File: config.mk
export PLATFORM = sky130hd
export DESIGN_NAME = vga_text_render
export DESIGN_NICKNAME = d
export VERILOG_FILES = /design/src/rtl/vga_text_render.sv
export SDC_FILE = /design/constraint.sdc
export NUM_CORES = 1
export LEC_CHECK = 0
export ABC_AREA = 1
export BUFFER_PORTS_ARGS = -buffer_cell sky130_fd_sc_hd__buf_4
export CAP_MARGIN = 20
export CORE_UTILIZATION = 56
export DETAILED_ROUTE_END_ITERATION = 7
export PLACE_DENSITY = 0.9
export SLEW_MARGIN = 30
export SYNTH_ARGS = -nofsm -noshare
export SYNTH_HDL_FRONTEND = slang
export SYNTH_SLANG_ARGS = --single-unit
export TNS_END_PERCENT = 10
File: constraint.sdc
create_clock -name clk -period 2.85 [get_ports clk]
set_input_delay 0.4275 -clock clk [delete_from_list [all_inputs] [get_ports clk]]
set_output_delay 0.4275 -clock clk [all_outputs]
set_load 0.1 [all_outputs]
File: src/rtl/vga_text_render.sv
// rtl/vga_text_render.sv - VESA raster generator and 8x8 text-cell renderer with blinking cursor

module vga_text_render #(
  parameter int h_disp  = 1280,
  parameter int h_front = 48,
  parameter int h_sync  = 112,
  parameter int h_back  = 248,
  parameter int v_disp  = 1024,
  parameter int v_front = 1,
  parameter int v_sync  = 3,
  parameter int v_back  = 38,
  parameter logic [11:0] fg_color = 12'hFFF,
  parameter logic [11:0] bg_color = 12'h000,
  localparam int x_limit    = h_disp / 8,
  localparam int y_limit    = v_disp / 8,
  localparam int addr_width = $clog2(x_limit * y_limit)
) (
  input  logic                  clk,
  input  logic                  reset,
  output logic [addr_width-1:0] addr_read,
  input  logic [7:0]            char_read,
  output logic [10:0]           font_addr,
  input  logic [7:0]            font_row,
  input  logic [7:0]            cursor_x,
  input  logic [6:0]            cursor_y,
  output logic                  vga_hsync,
  output logic                  vga_vsync,
  output logic [11:0]           vga_rgb,
  output logic                  frame_start
);

  localparam int h_total = h_disp + h_front + h_sync + h_back;
  localparam int v_total = v_disp + v_front + v_sync + v_back;
  localparam int hw = $clog2(h_total);
  localparam int vw = $clog2(v_total);

  localparam logic [hw-1:0] h_last   = hw'(h_total - 1);
  localparam logic [hw-1:0] h_act    = hw'(h_disp);
  localparam logic [hw-1:0] hs_start = hw'(h_disp + h_front);
  localparam logic [hw-1:0] hs_end   = hw'(h_disp + h_front + h_sync);
  localparam logic [vw-1:0] v_last   = vw'(v_total - 1);
  localparam logic [vw-1:0] v_act    = vw'(v_disp);
  localparam logic [vw-1:0] vs_start = vw'(v_disp + v_front);
  localparam logic [vw-1:0] vs_end   = vw'(v_disp + v_front + v_sync);

  logic [hw-1:0] h_cnt, h_cnt_d1, h_cnt_d2;
  logic [vw-1:0] v_cnt, v_cnt_d1, v_cnt_d2;
  logic          active0, hs0, vs0;
  logic          active_d1, hs_d1, vs_d1, valid_d1;
  logic          active_d2, hs_d2, vs_d2, valid_d2;
  logic [5:0]    blink_cnt;
  logic          blink_on, cursor_cell, pix_bit, frame_end;

  // Stage 0 raster position: h wraps every line, v advances on h wrap
  always_ff @(posedge clk) begin
    if (reset) begin
      h_cnt <= '0;
      v_cnt <= '0;
    end else if (h_cnt == h_last) begin
      h_cnt <= '0;
      v_cnt <= (v_cnt == v_last) ? '0 : v_cnt + 1'b1;
    end else begin
      h_cnt <= h_cnt + 1'b1;
    end
  end

  assign active0 = (h_cnt < h_act) && (v_cnt < v_act);
  assign hs0     = (h_cnt >= hs_start) && (h_cnt < hs_end);
  assign vs0     = (v_cnt >= vs_start) && (v_cnt < vs_end);

  // Cell address into the text buffer; parked at 0 during blanking
  assign addr_read = active0
    ? addr_width'(32'(v_cnt >> 3) * x_limit + 32'(h_cnt >> 3))
    : '0;

  // Stage 1: character code is back from the buffer, look up its glyph row
  assign font_addr = {char_read, v_cnt_d1[2:0]};

  // Pipeline registers; valid marks stages holding a real raster position,
  // so cleared-by-reset contents never produce a frame_start pulse
  always_ff @(posedge clk) begin
    if (reset) begin
      h_cnt_d1  <= '0;
      v_cnt_d1  <= '0;
      active_d1 <= 1'b0;
      hs_d1     <= 1'b0;
      vs_d1     <= 1'b0;
      valid_d1  <= 1'b0;
      h_cnt_d2  <= '0;
      v_cnt_d2  <= '0;
      active_d2 <= 1'b0;
      hs_d2     <= 1'b0;
      vs_d2     <= 1'b0;
      valid_d2  <= 1'b0;
    end else begin
      h_cnt_d1  <= h_cnt;
      v_cnt_d1  <= v_cnt;
      active_d1 <= active0;
      hs_d1     <= hs0;
      vs_d1     <= vs0;
      valid_d1  <= 1'b1;
      h_cnt_d2  <= h_cnt_d1;
      v_cnt_d2  <= v_cnt_d1;
      active_d2 <= active_d1;
      hs_d2     <= hs_d1;
      vs_d2     <= vs_d1;
      valid_d2  <= valid_d1;
    end
  end

  // Stage 2: glyph bit select (bit 7 is leftmost) and cursor inversion.
  // Out-of-range cursor coordinates are rejected explicitly so a cursor
  // column beyond the visible width cannot match a blanking-region cell.
  assign blink_on    = ~blink_cnt[5];
  assign cursor_cell = (32'(h_cnt_d2 >> 3) == 32'(cursor_x)) &&
                       (32'(v_cnt_d2 >> 3) == 32'(cursor_y)) &&
                       (32'(cursor_x) < x_limit) && (32'(cursor_y) < y_limit) &&
                       blink_on;
  assign pix_bit     = font_row[~h_cnt_d2[2:0]] ^ cursor_cell;
  assign frame_end   = valid_d2 && (h_cnt_d2 == h_last) && (v_cnt_d2 == v_last);

  // Frame counter steps on the last pixel of a frame, so frame N of the
  // raster is drawn with blink_cnt == N mod 64 from its first pixel on
  always_ff @(posedge clk) begin
    if (reset) begin
      blink_cnt <= '0;
    end else if (frame_end) begin
      blink_cnt <= blink_cnt + 1'b1;
    end
  end

  // Stage 3: registered pins, all fed from stage 2 so they stay aligned
  always_ff @(posedge clk) begin
    if (reset) begin
      vga_rgb     <= '0;
      vga_hsync   <= 1'b0;
      vga_vsync   <= 1'b0;
      frame_start <= 1'b0;
    end else begin
      vga_rgb     <= active_d2 ? (pix_bit ? fg_color : bg_color) : 12'h000;
      vga_hsync   <= hs_d2;
      vga_vsync   <= vs_d2;
      frame_start <= valid_d2 && (h_cnt_d2 == '0) && (v_cnt_d2 == '0);
    end
  end

endmodule

==> results.toml, run 1 <==
[die]
die-width_microns = 91.0
pin_count = 74
rows = 32
die_h_microns = 91.0
dieArea_sq_mm = 0.00827
start_util_pct = 57.6
core_sq_mm = 0.00769

[clocking]
cts_tree = "done"
cts_root_buf = "clkbuf_8"
clk_pin_slew_worst_paths_ns = 0.09
htreeDepth = 3
cts_hold_buf = 0
cts_num_sinks = 84
cts_max_path_buffers = 2
clkLatencyLatePin_ns = 0.36
cts_buffers = 9

[logic_synthesis]
synth_top_area_share_pct = 37.9
synthTopCellsByArea = "dfxtp_1, nor2_1, nand2_1"
synth_area_per_cell_sq_um = 7.08
syn_inst = 626
yosys.cell_types.count = 39
synth.cell_area_sq_mm = 0.00443
synthMostInstantiatedCell = "nor2_1"
ys.flop_type = "dfxtp_1"
synth.yosys.seq_area_share_pct = 37.9
synth_nets = 680
yosysTopAreaCell = "dfxtp_1"
synthTopCellsByCount = "nor2_1, nand2_1, inv_1"
synth_edf_count = 0
async_reset_ff_share_pct = 0
synth_seq_cells = 84
yosys_warnings = 0

[finish]
diodes = 0
n_fill_cell = 564
final_cells = 785
drive_gt1_share_pct = 21.2
nets = 732
syn2layout_area_growth_pct = 20.1
multiInputGateArea_sq_mm = 0.00229
final-seq-area_sq_mm = 0.00169
fin_util_pct = 69.2
final_cell_area_sq_mm = 0.00532

[grt]
grt-ovfl-total = 0
grt_pass1_vias = 3921
antenna_found_initial = 0
grt_max_degree = 65
track_usage_pct = 25.7
grt_pass1_wl_mm = 17.1

[drt]
drt-wirelength-per-cell_microns = 12.9
drtIter0Drc = 257
drtAntennaViolNets = 0
drc = 0
wl_met3_microns = 529
via_count = 4067
maxUsedRoutingLayer = "met4"
routed-wl-met2_mm = 5.04
wl_mm = 10.1
avgViaCountPerCell = 5.18
m1WireLength_mm = 4.22
firstDrtPassIters = 5

[setup_path]
crit_required_ns = 2.42
critPathArrivalTime_ns = 2.69
crit_start = "v_cnt[6]"
r2r-start = "v_cnt[6]"
cp-start-kind = "flip-flop"
worstSetupPathType = "flip-flop to primary output"
crit_path_end_kind = "primary output"
crit_fanout = 2

[hold_path]
holdCritStartpoint = "hs_d1"
hp-class = "flip-flop to flip-flop"

[placed_design]
dpl-instance-area_sq_mm = 0.00491
dp.cells = 766
post-place-ws_ns = -0.117
gp_congestion = 0.873
io_buffers = 57
hpwl_mm = 7.15

[outcome]
status = "finished with violations"
violations = "negative setup slack"

[timing]
min_period_ns = 3.11
setup_ws_ns = -0.264
whs_ns = 0.405
drv_slew = 0
setup_viol = 5
tightest_slew_ns = 0.625
clock.fmax_mhz = 321
slew_headroom_pct = 58.3
setup_tns_ns = -0.984
rsz0062_at_grt = "true"
skew_ns = 0.00849
finalHoldViolations = 0
fin_crit_sh_pct = 109

[power]
cellLeakagePower_nw = 2.28
ir_worst_vdd_uv = 258
power_density_mw_per_mm2 = 436
totalPowerFinal_mw = 2.32

[run]
maxCapViolCount = 0
-- layout make-up --
| class | count | area share, % |
|---|---|---|
| multi-input cells | 405 | 43.1 |
| flip-flops and latches | 84 | 31.7 |
| repair buffers | 71 | 10.9 |
| inverters | 107 | 7.55 |
| clock buffers | 10 | 2.59 |
| well taps | 102 | 2.40 |
| clock inverters | 6 | 1.81 |
-- placed cells by master (no fill, tap or decap), drive strengths merged, types with 3 or more instances in the layout --
| cell type | instances |
|---|---|
| a21oi | 22 |
| buf | 71 |
| clkbuf | 10 |
| dfxtp | 84 |
| ha | 19 |
| inv | 108 |
| nand2 | 114 |
| nand3 | 33 |
| nand4 | 15 |
| nor2 | 122 |
| nor3 | 20 |
| nor4 | 5 |
| o21a | 3 |
| o21ai | 20 |
| or2 | 4 |
| xnor2 | 6 |
| xor2 | 9 |
-- what timing repair did --
action	CTS	global route
buffers inserted	2	1
endpoints found under the setup margin	5	6
pin swaps	10	6
gates resized for setup	24	17
-- state kept, by name, summed over array words and instances (netlist names), 6 cells and up --
register and flops:
h_cnt 11, v_cnt 11, h_cnt_d1 11, h_cnt_d2 11, v_cnt_d1 11, blink_cnt 6, v_cnt_d2 11
-- metal layers --
layer	track usage [%]	vias to the layer above
met1	29.2	1855
met2	45.9	134
met5	0	-
li1	-	2039
met3	5.44	39
met4	11.8	0
-- worst max-delay path, stage by stage (launching register included) --
cell     delay (ns)
dfxtp_2        0.35
ha_4           0.24
ha_4           0.16
inv_2          0.05
fa_2           0.47
nor2_4         0.17
nand2_1        0.10
nand2_2        0.09
nand2_2        0.06
nor2_4         0.10
nand3_2        0.10
nand2_2        0.10
nand2_2        0.06
nor2_4         0.10
buf_12         0.18
-- where the power goes --
group | leakage [nW] | switching [mW] | internal, mW
clock | 0.115 | 0.450 | 0.526
combinational | 1.49 | 0.101 | 0.0490
sequential | 0.681 | 0.00835 | 1.18
-- logic make-up after synthesis --
family                     share of synthesized area (%)
AOI/OAI and AO/OA                                   6.27
xor gates and xnor gates                            2.96
adders and majority gates                           6.27
buffers and inverters                               13.6
DFF                                                 37.9
and+or+nand+nor                                     33.0
-- worst paths after layout --
check | end | slack [ns] | cells after the start
worst max-delay path | addr_read[14] | -0.26 | 14
worst min-delay path | hs_d2 | 0.40 | 2
worst max register to register | v_cnt[4] | 1.10 | 10
worst min register to register | hs_d2 | 0.40 | 2
No activity file was read; power rests on OpenSTA's default activity.
==> run 2, diff against run 1 <==
--- a/config.mk
+++ b/config.mk
@@ -11,6 +11,7 @@
 export CORE_UTILIZATION = 56
 export DETAILED_ROUTE_END_ITERATION = 7
 export PLACE_DENSITY = 0.9
+export SKIP_CTS_REPAIR_TIMING = 1
 export SLEW_MARGIN = 30
 export SYNTH_ARGS = -nofsm -noshare
 export SYNTH_HDL_FRONTEND = slang
==> results.toml, run 2 (same netlist as run 1, synthesis figures left out) <==
[drt]
drtAntennaViolNets = 0
drt-wirelength-per-cell_microns = 12.8
wl_mm = 10.0
drtIter0Drc = 220
drc = 0
avgViaCountPerCell = 5.15
firstDrtPassIters = 6
via_count = 4024

[setup_path]
crit_start = "v_cnt[6]"
critPathArrivalTime_ns = 2.76
crit_path_end = "addr_read[14]"
crit-reg2reg-capture = "v_cnt[4]"
crit_required_ns = 2.42
reg2reg_slack_ns = 1.19
worstSetupPathType = "flip-flop to primary output"
crit_path_end_kind = "primary output"
rr_worst_depth = 7
crit_fanout = 2
cp-start-kind = "flip-flop"
r2r-start = "v_cnt[10]"

[timing]
min_period_ns = 3.19
finalHoldViolations = 0
whs_ns = 0.405
clock.fmax_mhz = 313
drv_slew = 0
setup_viol = 5
fin_crit_sh_pct = 112
tightest_slew_ns = 0.628
skew_ns = 0.00884
setup_tns_ns = -1.24
setup_ws_ns = -0.341
rsz0062_at_grt = "true"
slew_headroom_pct = 58.1

[clocking]
cts_num_sinks = 84
clk_pin_slew_worst_paths_ns = 0.09
clkLatencyLatePin_ns = 0.37
cts_max_path_buffers = 2
htreeDepth = 3
cts_tree = "done"
cts_root_buf = "clkbuf_8"
cts_buffers = 9

[die]
die_h_microns = 91.0
rows = 32
start_util_pct = 57.6
pin_count = 74
dieArea_sq_mm = 0.00827
core_sq_mm = 0.00769
die-width_microns = 91.0

[power]
p_seq_share_pct = 51.3
swShare_pct = 24.2
combPwrFrac_pct = 6.5
cellLeakagePower_nw = 2.26
p_int_mw = 1.76
totalPowerFinal_mw = 2.32
power_density_mw_per_mm2 = 443
p_sw_mw = 0.563
power_frac_clock_pct = 42.2
ir_worst_vdd_uv = 261

[finish]
final_cell_area_sq_mm = 0.00525
final_common_cell = "nor2_1"
final_cells = 782
fin_util_pct = 68.2
nets = 729
multiInputGateArea_sq_mm = 0.00225
final-seq-area_sq_mm = 0.00169
syn2layout_area_growth_pct = 18.4
drive_gt1_share_pct = 20.1
n_fill_cell = 595
final_cell_mix = "nor2_1, nand2_1, inv_1, dfxtp_1, buf_4"
diodes = 0

[grt]
grt-ovfl-total = 0
antenna_found_initial = 0
track_usage_pct = 25.0
grt_pass1_vias = 3878
grt_pass1_wl_mm = 16.7
grt_max_degree = 65

[placed_design]
gp_congestion = 0.873
io_buffers = 57
dp.cells = 766
dpl-instance-area_sq_mm = 0.00491
hpwl_mm = 7.15
post-place-ws_ns = -0.117

[outcome]
status = "finished with violations"
violations = "negative setup slack"

[run]
maxCapViolCount = 0

[hold_path]
hp-class = "flip-flop to flip-flop"
[run 2: worst min-delay path by stage]
stage,start,end,depth (start not counted)
finish,hs_d1,hs_d2,2
global route,h_cnt_d1[9],h_cnt_d2[9],2
CTS,v_cnt_d1[7],v_cnt_d2[7],2
detailed placement,hs_d1,hs_d2,2
global placement,v_cnt_d1[10],v_cnt_d2[10],2
floorplan,active_d1,active_d2,2
[run 2: area by class of cell]
cell class | count | share of cell area (%)
flip-flops and latches | 84 | 32.1
inverters | 107 | 7.66
multi-input cells | 405 | 42.9
well taps | 102 | 2.43
clock inverters | 6 | 1.84
clock buffers | 10 | 2.62
repair buffers | 68 | 10.4
[run 2: worst max-delay path, stage by stage (launching register included)]
cell and delay [ns]:
dfxtp_2 0.34, ha_4 0.27, ha_4 0.13, inv_2 0.04
fa_1 0.49, nor2_2 0.14, nand3_2 0.11, nand2_2 0.10
nand2_2 0.08, nor2_4 0.14, nand3_2 0.11, nand2_2 0.08
nand2_2 0.06, nor2_4 0.13, buf_12 0.18
[run 2: power by group through the flow]
stage | registers [mW] | logic (mW) | clock network [mW]
2_1_floorplan | 1.23 | 0.155 | 0
3_3_place_gp | 1.22 | 0.146 | 0
3_5_place_dp | 1.22 | 0.150 | 0
4_1_cts | 1.19 | 0.150 | 0.981
5_1_grt | 1.19 | 0.164 | 1.03
6_report | 1.19 | 0.151 | 0.979
[run 2: metal layers]
layer  vias to the layer above  share of wire (%)  global-route usage [%]
li1                       2035                  -                       -
met1                      1842                 43                    28.5
met2                       122                 50                    45.2
met3                        25                4.8                    5.19
met4                         0                2.4                    10.2
met5                         -                  0                       0
==> run 3, diff against run 2 <==
--- a/config.mk
+++ b/config.mk
@@ -5,12 +5,12 @@
 export SDC_FILE = /design/constraint.sdc
 export NUM_CORES = 1
 export LEC_CHECK = 0
-export ABC_AREA = 1
 export BUFFER_PORTS_ARGS = -buffer_cell sky130_fd_sc_hd__buf_4
 export CAP_MARGIN = 20
-export CORE_UTILIZATION = 56
+export CORE_UTILIZATION = 58
+export CTS_BUF_LIST = sky130_fd_sc_hd__clkbuf_4
 export DETAILED_ROUTE_END_ITERATION = 7
-export PLACE_DENSITY = 0.9
+export PLACE_DENSITY = 0.94
 export SKIP_CTS_REPAIR_TIMING = 1
 export SLEW_MARGIN = 30
 export SYNTH_ARGS = -nofsm -noshare
==> results.toml, run 3 <==
[setup_path]
cp-start-kind = "flip-flop"
crit_fanout = 3
path_common_cell = "ha_4"
crit-reg2reg-capture = "v_cnt[9]"
critPathTopFamily = "adder cells"
cp_num_buf_inv = 3
critPathArrivalTime_ns = 3.00
cp_slowest_stage_delay_ns = 0.41
rr_worst_depth = 7
crit_chain = "ha_4 -> ha_4 -> inv_2 -> fa_2 -> buf_4 -> xor2_4 -> nor4_4 -> nand2_1 -> or3b_4 -> a21oi_4 -> buf_12"
cpMaxStageDelayCell = "or3b_4"
worstSetupPathType = "flip-flop to primary output"
crit_required_ns = 2.42
r2r-start = "h_cnt[0]"
crit_path_end_kind = "primary output"
reg2reg_slack_ns = 0.78

[drt]
drt-wirelength-per-cell_microns = 15.0
drtAntennaViolNets = 0
firstDrtPassIters = 4
wl_mm = 8.48
via_count = 3132
avgViaCountPerCell = 5.55
drc = 0
drtIter0Drc = 150

[logic_synthesis]
ys.flop_type = "dfxtp_1"
synthMostInstantiatedCell = "dfxtp_1"
yosys_warnings = 0
synth.yosys.seq_area_share_pct = 42.1
synthTopCellsByArea = "dfxtp_1, nor2b_1, ha_1"
yosysTopAreaCell = "dfxtp_1"
synthTopCellsByCount = "dfxtp_1, nor2b_1, nor2_1"
synth_area_per_cell_sq_um = 9.41
synth.cell_area_sq_mm = 0.00400
synth_top_area_share_pct = 42.1
syn_inst = 425
async_reset_ff_share_pct = 0
synth_seq_cells = 84
synth_edf_count = 0
synth_nets = 479
yosys.cell_types.count = 52

[clocking]
cts_tree = "done"
clk_pin_slew_worst_paths_ns = 0.13
clkLatencyLatePin_ns = 0.42
htreeDepth = 3
cts_buffers = 9
cts_max_path_buffers = 2
cts_root_buf = "clkbuf_4"
cts_num_sinks = 84

[finish]
diodes = 0
final-seq-area_sq_mm = 0.00169
final_common_cell = "dfxtp_1"
syn2layout_area_growth_pct = 21.5
n_fill_cell = 457
fin_util_pct = 74.8
final_cell_mix = "dfxtp_1, buf_4, nor2b_1, nor2_1, xnor2_1"
multiInputGateArea_sq_mm = 0.00222
nets = 536
drive_gt1_share_pct = 28.1

[die]
rows = 29
die_h_microns = 85.0
pin_count = 74
die-width_microns = 85.0
start_util_pct = 61.6
core_sq_mm = 0.00649
dieArea_sq_mm = 0.00723

[hold_path]
holdCritStartpoint = "reset"
holdPathStages = 2
min_to = "hs_d2"
hp-class = "input pin to flip-flop"

[timing]
setup_tns_ns = -1.71
min_period_ns = 3.43
rsz0062_at_grt = "true"
setup_viol = 6
tightest_slew_ns = 0.612
slew_headroom_pct = 58.9
drv_slew = 0
skew_ns = 0.0165
finalHoldViolations = 0
setup_ws_ns = -0.580
fin_crit_sh_pct = 120
clock.fmax_mhz = 292
whs_ns = 0.418

[grt]
grt-ovfl-total = 0
track_usage_pct = 24.4
grt_pass1_vias = 3232
antenna_found_initial = 0
grt_max_degree = 47
grt_pass1_wl_mm = 14.2

[power]
cellLeakagePower_nw = 1.97
power_density_mw_per_mm2 = 413
ir_worst_vdd_uv = 217

[run]
maxCapViolCount = 0

[outcome]
status = "finished with violations"
violations = "negative setup slack"

[placed_design]
hpwl_mm = 6.27
gp_congestion = 0.877
io_buffers = 57
post-place-ws_ns = -0.241
run 3: how the worst max path moves through the flow:
stage	cells past startpoint	slack [ns]	start	to
6_report	11	-0.58	v_cnt[6]	addr_read[13]
3_5_place_dp	11	-0.24	v_cnt[6]	addr_read[14]
3_3_place_gp	11	-0.09	v_cnt[4]	addr_read[14]
2_1_floorplan	9	-0.34	v_cnt[4]	addr_read[14]
4_1_cts	11	-0.71	v_cnt[6]	addr_read[14]
5_1_grt	11	-0.70	v_cnt[6]	addr_read[13]
run 3: logic make-up after synthesis:
group                      count (synthesis)  synth area share [%]
muxes                                      3                  1.41
adders and majority gates                 21                  6.95
xor gates and xnor gates                  36                  7.88
and+or+nand+nor                          193                  27.7
buffers and inverters                     45                  6.57
DFF                                       84                  42.1
AOI/OAI and AO/OA                         43                  7.42
run 3: worst reg2reg max path: cells and delay by family (launching register included):
family | cells | cell delay, ns
buffers and inverters | 1 | 0.26
AO/OA/AOI/OAI | 1 | 0.19
AND/OR/NAND/NOR | 4 | 0.91
adder cells (fa/ha/maj) | 1 | 0.22
flip-flops | 1 | 0.40
run 3: final cells by class:
cell class                      instances  area share [%]
Clock inverter                          7            1.55
Tap cell                               77            1.98
Inverter                                8           0.618
Sequential cell                        84            34.8
Clock buffer                            9            1.39
Timing Repair Buffer                   83            13.9
Multi-Input combinational cell        296            45.7
run 3: per-stage QoR:
step	power [mW]	instances	instance area (sq um)
2_1_floorplan	1.37	425	4170
3_3_place_gp	1.35	548	4650
3_5_place_dp	1.35	548	4650
4_1_cts	2.02	564	4800
5_1_grt	2.07	564	4860
6_report	2.01	564	4860
run 3: power by group:
group	internal, mW	total [mW]	switching, mW
Sequential	1.18	1.19	0.00794
Clock	0.270	0.678	0.408
Combinational	0.0502	0.135	0.0846
run 3: layer usage:
| metal | vias to the layer above | global-route usage (%) | wire length, microns |
|---|---|---|---|
| met5 | - | 0 | 0 |
| li1 | 1559 | - | - |
| met2 | 126 | 45.2 | 4280 |
| met1 | 1418 | 27.7 | 3520 |
| met4 | 0 | 9.86 | 183 |
| met3 | 29 | 4.28 | 496 |
